<file path="src/rtl/sprite_frame_scheduler.sv">
// Sprite position scheduler and pixel arbiter for the VGA overlay.
// Game logic writes positions into shadow registers during LOAD. The
// shadow copies are moved to live registers one slot per cycle in
// COMMIT, which runs in the vertical back porch. Live positions are
// matched against internally generated pixel counters in a two-stage
// pipeline: stage 1 holds per-slot hits, stage 2 holds the priority
// winner and the colour override.
module sprite_frame_scheduler #(
  parameter int NUM_SPRITES = 4,
  parameter int SPRITE_W    = 32,
  parameter int SPRITE_H    = 32,
  parameter int H_ACTIVE    = 640,
  parameter int V_ACTIVE    = 480
) (
  input  logic                        iVGA_CLK,
  input  logic                        reset,
  input  logic                        blank_n,
  input  logic                        vs,
  input  logic                        pos_wr_valid,
  output logic                        pos_wr_ready,
  input  logic [1:0]                  pos_wr_id,
  input  logic [9:0]                  pos_wr_x,
  input  logic [8:0]                  pos_wr_y,
  input  logic [NUM_SPRITES-1:0]      sprite_en,
  input  logic [24*NUM_SPRITES-1:0]   sprite_colors,
  input  logic [23:0]                 bg_color,
  output logic [23:0]                 pix_color,
  output logic                        pix_hit,
  output logic [1:0]                  pix_id,
  output logic                        frame_tick,
  output logic [1:0]                  state
);

  typedef enum logic [1:0] {SCAN = 2'd0, LOAD = 2'd1, COMMIT = 2'd2} state_t;

  localparam int CW = (NUM_SPRITES > 1) ? $clog2(NUM_SPRITES) : 1;

  state_t                 state_reg, state_next;
  logic [CW-1:0]          commit_cnt_reg;
  logic                   vs_d_reg;
  logic                   vs_fall, vs_rise;
  logic                   frame_tick_reg;
  logic                   wr_fire;
  logic [9:0]             x_cnt_reg;
  logic [8:0]             y_cnt_reg;
  logic [NUM_SPRITES-1:0] hit_next, hit_reg;
  logic [1:0]             win_id;
  logic [23:0]            slot_color [NUM_SPRITES];
  logic                   pix_hit_reg;
  logic [1:0]             pix_id_reg;
  logic [23:0]            pix_color_reg;

  assign vs_fall = vs_d_reg & ~vs;
  assign vs_rise = ~vs_d_reg & vs;
  assign wr_fire = (state_reg == LOAD) && pos_wr_valid;

  // Sync edge history, frame pulse, FSM state and commit slot counter.
  always_ff @(posedge iVGA_CLK) begin
    if (reset) begin
      vs_d_reg       <= 1'b0;
      frame_tick_reg <= 1'b0;
      state_reg      <= SCAN;
      commit_cnt_reg <= '0;
    end else begin
      vs_d_reg       <= vs;
      frame_tick_reg <= (state_reg == SCAN) && vs_fall;
      state_reg      <= state_next;
      if (state_reg == COMMIT) commit_cnt_reg <= commit_cnt_reg + 1'b1;
      else                     commit_cnt_reg <= '0;
    end
  end

  // Next-state logic; the write port is open only while loading.
  always_comb begin
    state_next   = state_reg;
    pos_wr_ready = 1'b0;
    case (state_reg)
      SCAN: begin
        if (vs_fall) state_next = LOAD;
      end
      LOAD: begin
        pos_wr_ready = 1'b1;
        if (vs_rise) state_next = COMMIT;
      end
      COMMIT: begin
        if (commit_cnt_reg == CW'(NUM_SPRITES - 1)) state_next = SCAN;
      end
      default: state_next = SCAN;
    endcase
  end

  genvar gi;
  generate
    for (gi = 0; gi < NUM_SPRITES; gi++) begin : g_slot
      logic [9:0] shadow_x_reg, live_x_reg;
      logic [8:0] shadow_y_reg, live_y_reg;

      // Shadow capture during LOAD, shadow-to-live copy in this slot's commit cycle.
      always_ff @(posedge iVGA_CLK) begin
        if (reset) begin
          shadow_x_reg <= '0;
          shadow_y_reg <= '0;
          live_x_reg   <= '0;
          live_y_reg   <= '0;
        end else begin
          if (wr_fire && (pos_wr_id == 2'(gi))) begin
            shadow_x_reg <= pos_wr_x;
            shadow_y_reg <= pos_wr_y;
          end
          if ((state_reg == COMMIT) && (commit_cnt_reg == CW'(gi))) begin
            live_x_reg <= shadow_x_reg;
            live_y_reg <= shadow_y_reg;
          end
        end
      end

      // Right/bottom bounds are widened by one bit so sprites near the
      // counter limits clip instead of wrapping to the left/top edge.
      assign hit_next[gi] = sprite_en[gi] && blank_n
          && ({1'b0, x_cnt_reg} >= {1'b0, live_x_reg})
          && ({1'b0, x_cnt_reg} <  ({1'b0, live_x_reg} + 11'(SPRITE_W)))
          && ({1'b0, y_cnt_reg} >= {1'b0, live_y_reg})
          && ({1'b0, y_cnt_reg} <  ({1'b0, live_y_reg} + 10'(SPRITE_H)));

      assign slot_color[gi] = sprite_colors[24*gi +: 24];
    end
  endgenerate

  // Pixel counters: cleared in vertical sync, advanced on visible pixels.
  always_ff @(posedge iVGA_CLK) begin
    if (reset || !vs) begin
      x_cnt_reg <= '0;
      y_cnt_reg <= '0;
    end else if (blank_n) begin
      if (x_cnt_reg == 10'(H_ACTIVE - 1)) begin
        x_cnt_reg <= '0;
        if (y_cnt_reg != 9'(V_ACTIVE - 1)) y_cnt_reg <= y_cnt_reg + 1'b1;
      end else begin
        x_cnt_reg <= x_cnt_reg + 1'b1;
      end
    end
  end

  // Stage 1: per-slot hit flags for the pixel under the counters.
  always_ff @(posedge iVGA_CLK) begin
    if (reset) hit_reg <= '0;
    else       hit_reg <= hit_next;
  end

  // Priority encoder: the lowest-numbered hitting slot wins.
  always_comb begin
    win_id = 2'd0;
    for (int i = NUM_SPRITES - 1; i >= 0; i--) begin
      if (hit_reg[i]) win_id = 2'(i);
    end
  end

  // Stage 2: winner, hit flag and colour override.
  always_ff @(posedge iVGA_CLK) begin
    if (reset) begin
      pix_hit_reg   <= 1'b0;
      pix_id_reg    <= 2'd0;
      pix_color_reg <= 24'd0;
    end else begin
      pix_hit_reg   <= |hit_reg;
      pix_id_reg    <= win_id;
      pix_color_reg <= (|hit_reg) ? slot_color[win_id] : bg_color;
    end
  end

  assign pix_hit    = pix_hit_reg;
  assign pix_id     = pix_id_reg;
  assign pix_color  = pix_color_reg;
  assign frame_tick = frame_tick_reg;
  assign state      = state_reg;

endmodule

</file>
<file path="config.mk">
export PLATFORM = sky130hd
export DESIGN_NAME = sprite_frame_scheduler
export DESIGN_NICKNAME = d
export VERILOG_FILES = /design/src/rtl/sprite_frame_scheduler.sv
export SDC_FILE = /design/constraint.sdc
export NUM_CORES = 1
export LEC_CHECK = 0
export ABC_AREA = 1
export BUFFER_PORTS_ARGS = -buffer_cell sky130_fd_sc_hd__buf_2
export CAP_MARGIN = 25
export CORE_UTILIZATION = 40
export CTS_BUF_LIST = sky130_fd_sc_hd__clkbuf_16
export DETAILED_ROUTE_END_ITERATION = 10
export GPL_TIMING_DRIVEN = 1
export PLACE_DENSITY = 0.62
export SLEW_MARGIN = 5
export SYNTH_ARGS = -nofsm -noshare
export SYNTH_HDL_FRONTEND = slang
export SYNTH_SLANG_ARGS = --single-unit
</file>
<file path="constraint.sdc">
create_clock -name iVGA_CLK -period 3.9 [get_ports iVGA_CLK]
set_input_delay 0.195 -clock iVGA_CLK [delete_from_list [all_inputs] [get_ports iVGA_CLK]]
set_output_delay 0.195 -clock iVGA_CLK [all_outputs]
set_load 0.02 [all_outputs]
</file>
==> flow_summary.toml <==
[worst_setup_path]
r2r-start = "hit_reg[2]$_SDFF_PP0_"
cp-start-kind = "flop"
critPathBufInv = 3
r2r_end = "pix_color[12]$_SDFF_PP0_"
crit_cells = 8
crit_fanout = 33
worstPathRequired_ps = 4320
worst_path_largest_cell_delay_ps = 750
startpoint = "hit_reg[2]$_SDFF_PP0_"
slowest_stage = "o21ai_4"
crit_type = "flop to flop"
reg2reg_depth = 8
crit_path_end_kind = "flop"
cp.arrival_ps = 2970
reg2reg_slack_ps = 1350
crit_path_end = "pix_color[12]$_SDFF_PP0_"
path_delay_family = "buffers and inverters"
crit_chain = "o21ai_4, buf_4, a21oi_1, o21ai_0, nand3_1, nand2_1, dlygate4sd3_1, inv_1"

[place]
gp_congestion = 0.857
dp_hpwl_um = 24700
pre_cts_ws_ps = 1600
portBuffers = 180
placed_cell_area_mm2 = 0.0132

[synthesis]
synth-seq-area-share_pct = 34.6
postSynthCellCount = 1701
synth_top_family_by_area = "simple AND/OR/NAND/NOR gates"
yosysMostFrequentCell = "nand2_1"
yosys-top-cells-area = "dfxtp_1, ha_1, nand2_1, inv_1, a21oi_1"
ys_warn_count = 0
synth.avg_cell_area_um2 = 7.08
synth-simple-area-share_pct = 21.1
ys_ff_latch = 208
muxShareOfSynthArea_pct = 0
synth.net_count = 1977
synth_xor_area_share_pct = 2.04
synth_compound_area_share_pct = 18.4
synth_cell_types = 32
synth_fa_ha_area_share_pct = 13.1
yosys-top-cells-count = "nand2_1, inv_1, nor2_1"
ys.flop_type = "dfxtp_1"
netlist.area_leader.share_pct = 34.6
synthArstFlopShare_pct = 0
synth_top_area_cell = "dfxtp_1"
synth-edff-count = 0
synth.cell_area_mm2 = 0.0120

[final_layout]
layout-drive-gt1-share_pct = 14.0
final_util_pct = 48.9
fin_nets = 2162
n_fill_cell = 2974
multi_input_area_mm2 = 0.00660
syn_to_final_growth_pct = 20.2
seq_area_mm2 = 0.00416
antenna_cells = 0
final_area_mm2 = 0.0145

[power]
power_leakage_nw = 6.96
vdd_drop_max_v = 0.000222
power.density_mw_per_mm2 = 367

[clocking]
path_clk_slew_ps = 60
post-cts-setup-buffers = 0
clockRootBuffer = "clkbuf_16"
clockBufferDepth = 3
cts_buffers = 24
worstSkewPairLatency_ps = 540
cts_sinks = 208
cts_tree = "built"
htree_levels = 1

[detailed_routing]
via_per_inst = 4.90
wl_um = 34000
ant_nets = 0
via_count = 11200
drc_errors = 0
wl_per_cell_um = 14.8
drt_iter0_drc = 508
firstDrtPassIters = 4

[sta]
max_freq_mhz = 393
finalSetupTns_ps = 0
setup_slack_ps = 1350
slew-limit-headroom_pct = 33.5
rsz0062_at_grt = "false"
finalSetupViolations = 0
drv_slew = 0
whs_ps = 14.0
post-route-period-util_pct = 65.3
finalClockSkew_ps = 21.1
finalCriticalPeriod_ps = 2550
worst_pin_slew_ps = 997
hold_viol = 0

[worst_hold_path]
worstHoldPathType = "input port to flop"

[status]
status = "complete, no violations"

[grt]
antenna_found_initial = 1
overflow = 0
first_global_vias = 10600
grt_first_pass_wirelength_um = 53400
grt_max_degree = 98
grt.total_usage_pct = 21.7

[floorplan]
ios = 181
die_w_um = 176
coreArea_mm2 = 0.0296
rows = 63
fp.dieH_um = 176
start_util_pct = 40.6
die_area_mm2 = 0.0308

[job]
max_cap_violations = 0
-- worst min-delay path by stage --
stage / start / endpoint / slack, ps / cells past startpoint
4_1_cts: pos_wr_x[4] / g_slot[0].shadow_x_reg[4]$_SDFFE_PP0P_ / 0.7 / 3
3_5_place_dp: g_slot[3].live_y_reg[4]$_SDFFE_PP0P_ / g_slot[3].live_y_reg[4]$_SDFFE_PP0P_ / 450 / 2
3_3_place_gp: g_slot[0].live_y_reg[1]$_SDFFE_PP0P_ / g_slot[0].live_y_reg[1]$_SDFFE_PP0P_ / 440 / 2
5_1_grt: pos_wr_x[4] / g_slot[0].shadow_x_reg[4]$_SDFFE_PP0P_ / 20 / 3
6_report: sprite_colors[94] / pix_color[22]$_SDFF_PP0_ / 10 / 5
2_1_floorplan: pos_wr_x[0] / g_slot[1].shadow_x_reg[0]$_SDFFE_PP0P_ / 340 / 2
-- kinds of logic after synthesis --
family | count (synthesis)
buffers and inverters | 320
flip-flops | 208
XOR/XNOR | 28
AND/OR/NAND/NOR | 609
AO/OA/AOI/OAI | 410
adder cells (fa/ha/maj) | 126
-- layer usage --
metal	wire length (um)	part of all wire, %	global-route usage [%]	up-vias
li1	-	-	-	5914
met2	15800	47	38.4	251
met1	15600	46	27.0	5029
met4	826	2.4	6.63	0
met5	0	0	0	-
met3	1720	5.1	3.35	55
-- final cells by class --
| class | count | area share [%] |
|---|---|---|
| multi-input combinational | 1173 | 45.6 |
| tap | 390 | 3.37 |
| clock inverter | 19 | 1.88 |
| sequential | 208 | 28.8 |
| timing repair buffer | 228 | 9.56 |
| inverter | 251 | 6.52 |
| clock buffer | 25 | 4.32 |
-- cell usage in the layout (no fill, tap or decap), types with 2 or more instances in the layout --
master	instances
nor2_1	224
inv_2	8
bufinv_16	7
o21ai_1	76
clkinv_2	3
nand2_1	248
buf_2	180
a21oi_1	168
xor2_1	18
o21a_1	3
o21ai_0	130
clkinv_1	5
dlygate4sd3_1	37
buf_8	4
xnor2_1	10
and3_1	2
clkbuf_16	25
nand3_2	3
ha_1	126
nor2_4	2
nor3_1	11
nor3b_1	4
buf_4	7
inv_1	243
nand3_1	87
o211ai_1	9
a21o_1	7
nor2_2	4
dfxtp_1	208
nand3b_1	11
nand4_1	11
o211ai_2	15
-- metrics by stage --
stage | total power, W | cells
3_3_place_gp | 0.00276 | 2209
5_1_grt | 0.00552 | 2294
2_1_floorplan | 0.00256 | 1701
3_5_place_dp | 0.00276 | 2212
6_report | 0.00532 | 2294
4_1_cts | 0.00537 | 2293
-- tightest hold or removal path: cells and delay by family --
kind | cells | cell delay, ps
AOI/OAI and AO/OA | 1 | 80
buffers and inverters | 2 | 130
and+or+nand+nor | 2 | 110
-- power breakdown --
| group | switching (W) | leakage (nW) | internal (W) | total (W) |
|---|---|---|---|---|
| clock network | 0.000937 | 0.444 | 0.00162 | 0.00256 |
| logic | 0.000345 | 4.83 | 0.000218 | 0.000563 |
| registers | 0.0000192 | 1.69 | 0.00217 | 0.00219 |
| total | 0.00130 | 6.96 | 0.00402 | 0.00532 |
-- what timing repair did --
item	CTS	global route
hold buffers	37	0
hold endpoints to repair	43	0
resized for setup	0	0
Note: power is estimated with default switching activity, not from simulation.
